--- config.mk ---
export PLATFORM = sky130hd
export DESIGN_NAME = mem_write_monitor
export DESIGN_NICKNAME = d
export VERILOG_FILES = /design/src/rtl/mem_write_monitor.sv
export SDC_FILE = /design/constraint.sdc
export NUM_CORES = 1
export LEC_CHECK = 0
export ABC_AREA = 1
export CAP_MARGIN = 5
export CORE_ASPECT_RATIO = 0.75
export CORE_MARGIN = 5
export CORE_UTILIZATION = 29
export CTS_BUF_LIST = sky130_fd_sc_hd__clkbuf_4 sky130_fd_sc_hd__clkbuf_8 sky130_fd_sc_hd__clkbuf_16
export DETAILED_ROUTE_END_ITERATION = 8
export GPL_TIMING_DRIVEN = 0
export PLACE_DENSITY = 0.48
export SYNTH_ARGS = -nofsm -noshare
export SYNTH_HDL_FRONTEND = slang
export SYNTH_SLANG_ARGS = --single-unit
--- constraint.sdc ---
create_clock -name clk -period 4.96 [get_ports clk]
set_clock_uncertainty 0.2 [all_clocks]
set_input_delay 0.744 -clock clk [delete_from_list [all_inputs] [get_ports clk]]
set_output_delay 0.744 -clock clk [all_outputs]
set_load 0.01 [all_outputs]
--- src/rtl/mem_write_monitor.sv ---
// Snoops data-memory writes and checks them, in order, against a loaded table of expected
// (addr, data) pairs. Define MEMMON_STOP_EN to print the verdict and $stop in simulation.
module mem_write_monitor #(
   parameter int unsigned WIDTH   = 32,
   parameter int unsigned DEPTH   = 4,
   parameter int unsigned TIMEOUT = 1000,
   parameter int unsigned CW      = 32
) (
   input  logic                       clk,
   input  logic                       reset,
   input  logic                       exp_we,
   input  logic [WIDTH-1:0]           exp_addr,
   input  logic [WIDTH-1:0]           exp_data,
   input  logic [WIDTH-1:0]           ignore_addr,
   input  logic                       start,
   input  logic                       mem_write,
   input  logic [WIDTH-1:0]           data_addr,
   input  logic [WIDTH-1:0]           write_data,
   output logic                       load_full,
   output logic                       done,
   output logic                       pass,
   output logic                       fail,
   output logic [1:0]                 fail_code,
   output logic [$clog2(DEPTH+1)-1:0] match_count,
   output logic [CW-1:0]              cycle_count
);

   localparam int unsigned MW = $clog2(DEPTH + 1);
   localparam int unsigned IW = (DEPTH > 1) ? $clog2(DEPTH) : 1;

   typedef enum logic [1:0] {StIdle, StRun, StPass, StFail} state_e;

   state_e           state_q, state_d;
   logic [MW-1:0]    count_q, count_d;
   logic [MW-1:0]    match_q, match_d;
   logic [CW-1:0]    cycle_q, cycle_d;
   logic [1:0]       code_q, code_d;
   logic             tab_we;
   logic [WIDTH-1:0] tab_addr [DEPTH];
   logic [WIDTH-1:0] tab_data [DEPTH];
   logic [IW-1:0]    load_idx, match_idx;
   logic [WIDTH-1:0] e_addr, e_data;
   logic             hit;

   assign load_idx  = count_q[IW-1:0];
   assign match_idx = match_q[IW-1:0];
   assign e_addr    = tab_addr[match_idx];
   assign e_data    = tab_data[match_idx];
   assign hit       = mem_write && (data_addr == e_addr) && (write_data == e_data);

   always_comb begin
      state_d = state_q;
      count_d = count_q;
      match_d = match_q;
      cycle_d = cycle_q;
      code_d  = code_q;
      tab_we  = 1'b0;
      unique case (state_q)
         StIdle: begin
            if (start) begin
               state_d = StRun;
            end else if (exp_we && (count_q < MW'(DEPTH))) begin
               tab_we  = 1'b1;
               count_d = count_q + 1'b1;
            end
         end
         StRun: begin
            if (cycle_q != '1) cycle_d = cycle_q + 1'b1;
            // Table already exhausted (including the empty table): nothing left to check.
            if (match_q == count_q) begin
               state_d = StPass;
            end else if (hit) begin
               match_d = match_q + 1'b1;
               if (match_d == count_q) state_d = StPass;
            end else if (mem_write && (data_addr != ignore_addr)) begin
               state_d = StFail;
               code_d  = (data_addr == e_addr) ? 2'd2 : 2'd1;
            end
            // Completion on the last allowed cycle takes priority over the timeout.
            if ((state_d == StRun) && (cycle_q == CW'(TIMEOUT - 1))) begin
               state_d = StFail;
               code_d  = 2'd3;
            end
         end
         default: ;
      endcase
   end

   always_ff @(posedge clk) begin
      if (reset) begin
         state_q <= StIdle;
         count_q <= '0;
         match_q <= '0;
         cycle_q <= '0;
         code_q  <= '0;
      end else begin
         state_q <= state_d;
         count_q <= count_d;
         match_q <= match_d;
         cycle_q <= cycle_d;
         code_q  <= code_d;
      end
   end

   always_ff @(posedge clk) begin
      if (tab_we) begin
         tab_addr[load_idx] <= exp_addr;
         tab_data[load_idx] <= exp_data;
      end
   end

   assign load_full   = (count_q == MW'(DEPTH));
   assign pass        = (state_q == StPass);
   assign fail        = (state_q == StFail);
   assign done        = pass || fail;
   assign fail_code   = code_q;
   assign match_count = match_q;
   assign cycle_count = cycle_q;

`ifdef MEMMON_STOP_EN
   always @(posedge clk) begin
      if (!reset && (state_q == StRun) && (state_d == StPass)) begin
         $display("Simulation succeeded");
         $stop;
      end else if (!reset && (state_q == StRun) && (state_d == StFail)) begin
         $display("Simulation failed code=%0d addr=%h data=%h", code_d, data_addr, write_data);
         $stop;
      end
   end
`else
   // Flags only; no simulation side effects.
`endif

endmodule
# ---- Word level (Yosys, flattened, before mapping)
# Memories as Yosys holds them, arrays and structs flattened. A register that Yosys moved wholly into a read port is not among the register bits.
# Cells that the tools add are included.
dict set report op_classes {
  n_addsub 3
  magnitude_cmp 1
  n_eq_ne 15
  mux 22
  bitwise 2
  n_reduce_logical 14
}
# op count
set op_table {}
lappend op_table {{$eq 32x32->1} 2}
lappend op_table {{$add 32x1->32 const B} 1}
lappend op_table {{$eq 32x10->1 const B} 1}
lappend op_table {{$mux 2} 16}
lappend op_table {{$ne 32x32->1} 1}
lappend op_table {{$ne 32x32->1 const B} 1}
lappend op_table {{$add 3x1->3 const B} 2}
lappend op_table {{$eq 3x3->1} 2}
lappend op_table {{$reduce_and 3->1} 2}
lappend op_table {{$logic_and 1x1->1} 5}
lappend op_table {{$mux 1} 5}
lappend op_table {{$eq 2x1->1 const B} 2}
lappend op_table {{$eq 2x2->1 const B} 2}
lappend op_table {{$ne 2x1->1 const B} 2}
lappend op_table {{$pmux 2 s2} 1}
lappend op_table {{$reduce_and 2->1} 2}
lappend op_table {{$reduce_and 4->1} 1}
lappend op_table {{$reduce_bool 2->1} 2}
lappend op_table {{$eq 3x3->1 const B} 1}
lappend op_table {{$lt 3x3->1 const B} 1}
lappend op_table {{$logic_not 2->1} 1}
lappend op_table {{$ne 2x2->1 const B} 1}
lappend op_table {{$not 1->1} 2}
lappend op_table {{$logic_or 1x1->1} 1}
dict set report totals {
  reg_bits 42
  mem_bits_rw 256
  input_bits 165
  output_inout_bits 41
  wordCells 64
  memories 2
}
# name depth word_bits rd rd_clocked_by_memory_dff wr line_no
set mem_list {}
lappend mem_list {tab_addr 4 32 1 1 1 39} ;# logic [WIDTH-1:0] tab_addr [DEPTH];
lappend mem_list {tab_data 4 32 1 1 1 40} ;# logic [WIDTH-1:0] tab_data [DEPTH];

# ---- Logic depth before layout (Yosys ltp)
# Gate-level depths: netlist (run 1).
dict set report logic_depth {
  depth_word 10
  ltp_mapped 21
  mapped_depth_nobuf 19
}

# ---- Least setup slack after synthesis (run 1)
# No wires, ideal clock.
dict set report synth_path {
  path_type {input-to-reg}
  from {input start}
  to {memory tab_addr[0][0] (enable)}
  setup_ns 0.486
  arrival_time_ns 4.098
  t_required_ns 4.274
  path_slack_ns 0.176
  cell_stages 4
  path_buffers 0
  path_cell_list {or2_2 > nor4_1 > inv_1 > nor2_1}
}
dict set report synth_via {
  elab_chain_len 4
}
# element line_no
set synth_lines {}
lappend synth_lines {{start: declaration} 15} ;# input logic start,
lappend synth_lines {{$mux 1} 60} ;# if (start) begin
lappend synth_lines {{$mux 1} 58} ;# unique case (state_q)
lappend synth_lines {{$mux 1} 106} ;# if (tab_we) begin
lappend synth_lines {{$mux 1 (implied by the code)} 107} ;# tab_addr[load_idx] <= exp_addr;
lappend synth_lines {{end: declaration} 39}
# No other way between the ends.

==> results.toml, run 1 <==
[status]
status = "completed"

[worst_setup_path]
r2r-end = "fail_code[0]$_SDFFE_PP0P_"
path_cells = "inv_2 -> buf_1 -> nand3_1 -> nand3b_1 -> nand2_1 -> nor2_1 -> nand2_1 -> nor2_1 -> nand3_1 -> nor2_2 -> nand2_1 -> nand2_2 -> nand2_1 -> nor2_2 -> nand2_1 -> nand2_1 -> a21oi_1 -> nor2_1"
crit_end = "fail_code[0]$_SDFFE_PP0P_"
cp-start-kind = "register"
cpPeakStageDelay_ns = 0.49
cp.depth = 18
r2r_setup_slack_ns = 1.68
critical_path.top_delay_family = "simple AND/OR/NAND/NOR gates"
worstSetupPathType = "reg -> reg"
path_buf_inv = 2
crit_arrival_ns = 3.52
crit_fanout = 10
required_ns = 5.20
critPathMostFrequentCell = "nand2_1"
endpoint_kind = "register"
reg2reg_depth = 18
crit_slowest_cell = "buf_1"

[placement]
gp_congestion = 0.927
dp_cells = 2236
io_buffers = 205
postPlaceCellArea_um2 = 16800
hpwl_mm = 30.5

[die]
die_w_um = 260
initial_core_util_pct = 29.5
rows = 68
dieArea_um2 = 51500
io_pins = 206
core_um2 = 46300
die_y_um = 198

[cts]
ctsResizeCount = 0
postCtsSetupRepairBufs = 0
clk_pin_slew_ns = 0.06
cts_tree = "done"
cts_root_buffer = "clkbuf_16"
ctsHoldBuffers = 0
cts_buffers = 34
clock_latency_ns = 0.52
cts_num_sinks = 300
clk_path_buf_depth = 3
htreeDepth = 2

[pwr]
cell_internal_pwr_w = 0.00445
power.net_switching_w = 0.00122
comb_power_share_pct = 7.9
vdd_drop_max_uv = 240
p_leak_nw = 6.51
pwr-share-seq_pct = 49.5
clkPwrFrac_pct = 42.6
cellPowerDensity_nw_per_um2 = 318
fin_total_pwr_w = 0.00568
switching_share_pct = 21.6

[layout]
finalNonFillerCells = 2298
drive_above_1_share_pct = 7.08
fillers = 4614
finish.instance_area_um2 = 17800
synthToLayoutAreaGrowth_pct = 30.7
nets = 1813

[global_routing]
antenna_found_initial = 3
overflow = 0
track_usage_pct = 15.8
grt_first_pass_wirelength_mm = 62.1
grt_pass1_vias = 10200
grt_max_degree = 36

[routing]
drt_iter0_drc = 679
first_pass_iters = 5
routed_wl_mm = 41.9
avgViaCountPerCell = 4.55
antenna_left = 0
vias = 10500
drc_errors = 0
avgRoutedWirePerCell_um = 18.2

[sta]
min_period_ns = 3.28
hold_viol = 0
period_share_pct = 66.1
tightest_slew_ns = 0.727
drv_slew = 0
max_freq_mhz = 305
setup_viol = 0
rsz0062_at_grt = "no"
slew_headroom_pct = 50.8

[flow_run]
max_cap_violations = 0

[synthesis]
syn_avg_cell_area_um2 = 9.81
synth_edf_count = 256
ys_warn_count = 0
synth_ff_type = "edfxtp_1"
yosysSeqAreaShare_pct = 62.8
synth_cell_types = 33
async_reset_ff_share_pct = 0
synthCells = 1391
syn_nets = 1562
ys_ff_latch = 300
netlist_area_um2 = 13600

[worst_hold_path]
hp-class = "reg -> reg"
power groups by stage:
stage          logic, W  registers [W]  clock network (W)
3_3_place_gp   0.000426        0.00288                  0
5_1_grt        0.000488        0.00282            0.00259
6_report       0.000446        0.00281            0.00242
2_1_floorplan  0.000173        0.00287                  0
4_1_cts        0.000452        0.00281            0.00249
3_5_place_dp   0.000450        0.00287                  0
how the worst min path moves through the flow:
| stage | start | to | slack, ns | cells after the start |
|---|---|---|---|---|
| after global placement | state_q[0]$_SDFFE_PP0P_ | state_q[1]$_SDFFE_PP0P_ | 0.29 | 2 |
| after CTS | match_count[2]$_SDFFE_PP0P_ | match_count[2]$_SDFFE_PP0P_ | 0.31 | 2 |
| after global routing | cycle_count[31]$_SDFFE_PP0P_ | cycle_count[31]$_SDFFE_PP0P_ | 0.35 | 2 |
| final | match_count[2]$_SDFFE_PP0P_ | match_count[2]$_SDFFE_PP0P_ | 0.31 | 2 |
| after floorplan | state_q[0]$_SDFFE_PP0P_ | state_q[1]$_SDFFE_PP0P_ | 0.27 | 2 |
| after detailed placement | match_count[2]$_SDFFE_PP0P_ | match_count[2]$_SDFFE_PP0P_ | 0.30 | 2 |
placed cells by master (no fill, tap or decap), types with 35 or more instances in the layout:
cell type | Yosys | routed
nand3_1 | 159 | 159
nand2_1 | 516 | 516
xnor2_1 | 35 | 35
nor2_1 | 84 | 81
clkdlybuf4s50_1 | 0 | 205
inv_1 | 65 | 64
edfxtp_1 | 256 | 256
clkbuf_16 | 0 | 35
dfxtp_1 | 44 | 44
tightest hold or removal path, stage by stage, from the launching register on:
cell	delay, ns
dfxtp_1	0.34
inv_1	0.06
a21oi_1	0.05
registers in the layout, summed over array words and instances (netlist names), named ones only:
name / flops
tab_data: 128
state_q: 2
cycle_count: 32
match_count: 3
tab_addr: 128
count_q: 3
fail_code: 2
metal layers:
layer	track usage, %	wire (um)	vias to the layer above
li1	-	-	5216
met1	22.6	19800	4923
met2	24.9	18700	273
met3	3.29	2690	45
met4	3.68	714	2
met5	0	15	-
stage by stage:
step	hold slack [ns]	TNS [ns]	util, %	setup slack [ns]
final	0.306	0	38.5	1.68
after global routing	0.346	0	38.5	1.28
after CTS	0.308	0	38.5	1.60
after detailed placement	0.305	0	36.2	1.26
after global placement	0.295	-623.79	35.6	-3.24
after floorplan	0.273	0	-	0.176
cells in the mapped netlist (10+ instances only):
| master | count | share of area, % |
|---|---|---|
| nand4_1 | 14 | 0.64 |
| xnor2_1 | 35 | 2.2 |
| nand2_1 | 516 | 14 |
| buf_2 | 28 | 1.0 |
| dfxtp_1 | 44 | 6.5 |
| nor3_1 | 19 | 0.70 |
| inv_1 | 65 | 1.8 |
| o21ai_0 | 19 | 0.70 |
| a21oi_1 | 32 | 1.2 |
| nand3_1 | 159 | 5.8 |
| nor4_1 | 10 | 0.46 |
| nor2_1 | 84 | 2.3 |
| edfxtp_1 | 256 | 56 |
| xor2_1 | 26 | 1.7 |
| nand3b_1 | 32 | 1.8 |
cell type report:
class                   count  area, um2  share of cell area [%]
diodes                      2       5.00                  0.0281
plain buffers              48        264                    1.48
clock buffers              43        936                    5.25
clock inverters            17        133                   0.744
inverters                  67        254                    1.42
multi-input cells         976       4580                    25.7
flip-flops and latches    300       8570                    48.0
well taps                 630        788                    4.42
repair buffers            215       2300                    12.9
logic make-up after synthesis:
kind of cell	count (synthesis)	synth area share, %
xor gates and xnor gates	61	3.92
buffers and inverters	115	3.78
adders and majority gates	6	0.550
and+or+nand+nor	849	26.6
AOI/OAI and AO/OA	60	2.34
DFF	300	62.8
Note: power is estimated with default switching activity, not from simulation.
==> inputs of run 2 (changes only) <==
Settings changed: PLACE_DENSITY 0.48 to 0.46.
Clock period 4.96 ns to 3.25 ns, I/O delays scaled along.
==> run 2 against run 1 <==
Core utilization is 0.11 points higher. First-iteration DRC count down 10%. Final area grew 0.29%. Flip-flop and latch count is the same. Critical endpoint is now tab_addr[1][7]$_DFFE_PP_. Final cell count decreased by 0.17%. Clock power is 55% higher.
==> results.toml, run 2 (synthesized netlist as in run 1, its figures left out) <==
[global_routing]
overflow = 0
grt_max_degree = 35
grt_pass1_vias = 10100
antenna_found_initial = 3
track_usage_pct = 16.1
grt_first_pass_wirelength_mm = 63.0

[routing]
avgViaCountPerCell = 4.56
vias = 10500
topRoutingLayerUsed = "met5"
avgRoutedWirePerCell_um = 18.4
antenna_left = 0
drt-met1-wl_mm = 20.4
dr_wl_met3_mm = 2.64
drc_errors = 0
drt_iter0_drc = 610
routed_wl_mm = 42.3
first_pass_iters = 5
wl_met2_mm = 18.5

[cts]
cts_buffers = 34
cts_tree = "done"
cts_num_sinks = 300
clk_pin_slew_ns = 0.06
clock_latency_ns = 0.52
cts_root_buffer = "clkbuf_16"
clk_path_buf_depth = 3
htreeDepth = 2
ctsHoldBuffers = 0
postCtsSetupRepairBufs = 0

[layout]
drive_above_1_share_pct = 7.57
multiInputGateArea_um2 = 4600
nets = 1813
finalNonFillerCells = 2294
synthToLayoutAreaGrowth_pct = 31.1
fillers = 4626
mostFrequentLayoutCells = "nand2_1 (516), edfxtp_1 (256), clkdlybuf4s50_1 (205)"
layout_commonest_cell = "nand2_1"
seqCellArea_um2 = 8570
antenna_cells = 0
final_util_pct = 38.6

[sta]
setup_viol = 0
period_share_pct = 91.0
min_period_ns = 2.96
fin_tns_setup_ns = 0
rsz0062_at_grt = "no"
tightest_slew_ns = 0.758
max_freq_mhz = 338
hold_viol = 0
drv_slew = 0
slew_headroom_pct = 48.8

[die]
initial_core_util_pct = 29.5
core_um2 = 46300
die_w_um = 260
rows = 68
die_y_um = 198
io_pins = 206
dieArea_um2 = 51500

[worst_setup_path]
path_cells = "clkdlybuf4s50_1 -> or2_2 -> nor4_1 -> inv_1 -> nor2_4 -> buf_16 -> buf_12"
crit_slowest_cell = "nor2_4"
required_ns = 3.25
worstSetupPathType = "in -> reg"
path_buf_inv = 4
critical_path.top_delay_family = "simple AND/OR/NAND/NOR gates"
crit_fanout = 22
cpPeakStageDelay_ns = 0.55
cp-start-kind = "input port"
crit_arrival_ns = 2.96
endpoint_kind = "register"

[placement]
gp_congestion = 0.870
io_buffers = 205
hpwl_mm = 30.8
dp_cells = 2236

[status]
status = "completed"

[pwr]
fin_total_pwr_w = 0.00872
cellPowerDensity_nw_per_um2 = 487
p_leak_nw = 6.52
vdd_drop_max_uv = 281

[worst_hold_path]
hp-class = "reg -> reg"

[flow_run]
max_cap_violations = 0
## run 2: cell count changes in the layout (fill, tap and decap cells not counted), sizes merged
cell and delta:
clkbuf +13, clkinvlp +1, clkinv -8, diode -2
buf -8
## run 2: final cells by class
type	count	area share, %
Sequential cell	300	47.9
Multi-Input combinational cell	976	25.7
Timing Repair Buffer	215	12.9
Clock buffer	48	5.48
Tap cell	630	4.41
Buffer	48	1.59
Inverter	67	1.42
Clock inverter	10	0.560
## run 2: where the power goes
group          total (W)  internal (W)  leakage (nW)  switching (W)
Sequential       0.00429       0.00427          2.67      0.0000256
Combinational   0.000683      0.000334          3.30       0.000348
Clock            0.00374       0.00226         0.543        0.00148
Total            0.00872       0.00686          6.52        0.00186
## run 2: per-layer routing
metal,up-vias,GRT usage (%)
met3,49,3.54
met2,284,25.0
met4,6,3.25
met5,-,0
li1,5209,-
met1,4910,23.4
## run 2: through the flow
stage               hold slack (ns)  instance area (um2)  setup slack [ns]
floorplan                     0.273                13700            -0.229
global placement              0.294                16500             -2.59
finish                        0.320                17900             0.292
CTS                           0.318                17900            0.0434
detailed placement            0.310                16800            -0.240
global route                  0.354                17900          0.000914
## run 2: worst min-delay path, stage by stage (launching register included)
cell and delay (ns):
dfxtp_1 0.35, inv_1 0.06, a21oi_1 0.05
## run 2: path summary, 6_finish.rpt
| kind | slack (ns) | end | start | cells after the start |
|---|---|---|---|---|
| hold reg to reg | 0.32 | match_count[2]$_SDFFE_PP0P_ | match_count[2]$_SDFFE_PP0P_ | 2 |
| setup reg to reg | 0.30 | cycle_count[22]$_SDFFE_PP0P_ | cycle_count[0]$_SDFFE_PP0P_ | 16 |
| hold / removal | 0.32 | match_count[2]$_SDFFE_PP0P_ | match_count[2]$_SDFFE_PP0P_ | 2 |
| setup / recovery | 0.29 | tab_addr[1][7]$_DFFE_PP_ | start | 7 |
## run 2: timing repair
action,CTS,global route
gates resized for setup,2,12
pin swaps,0,1
setup endpoints to repair,3,4
endpoints found under the hold margin,0,0
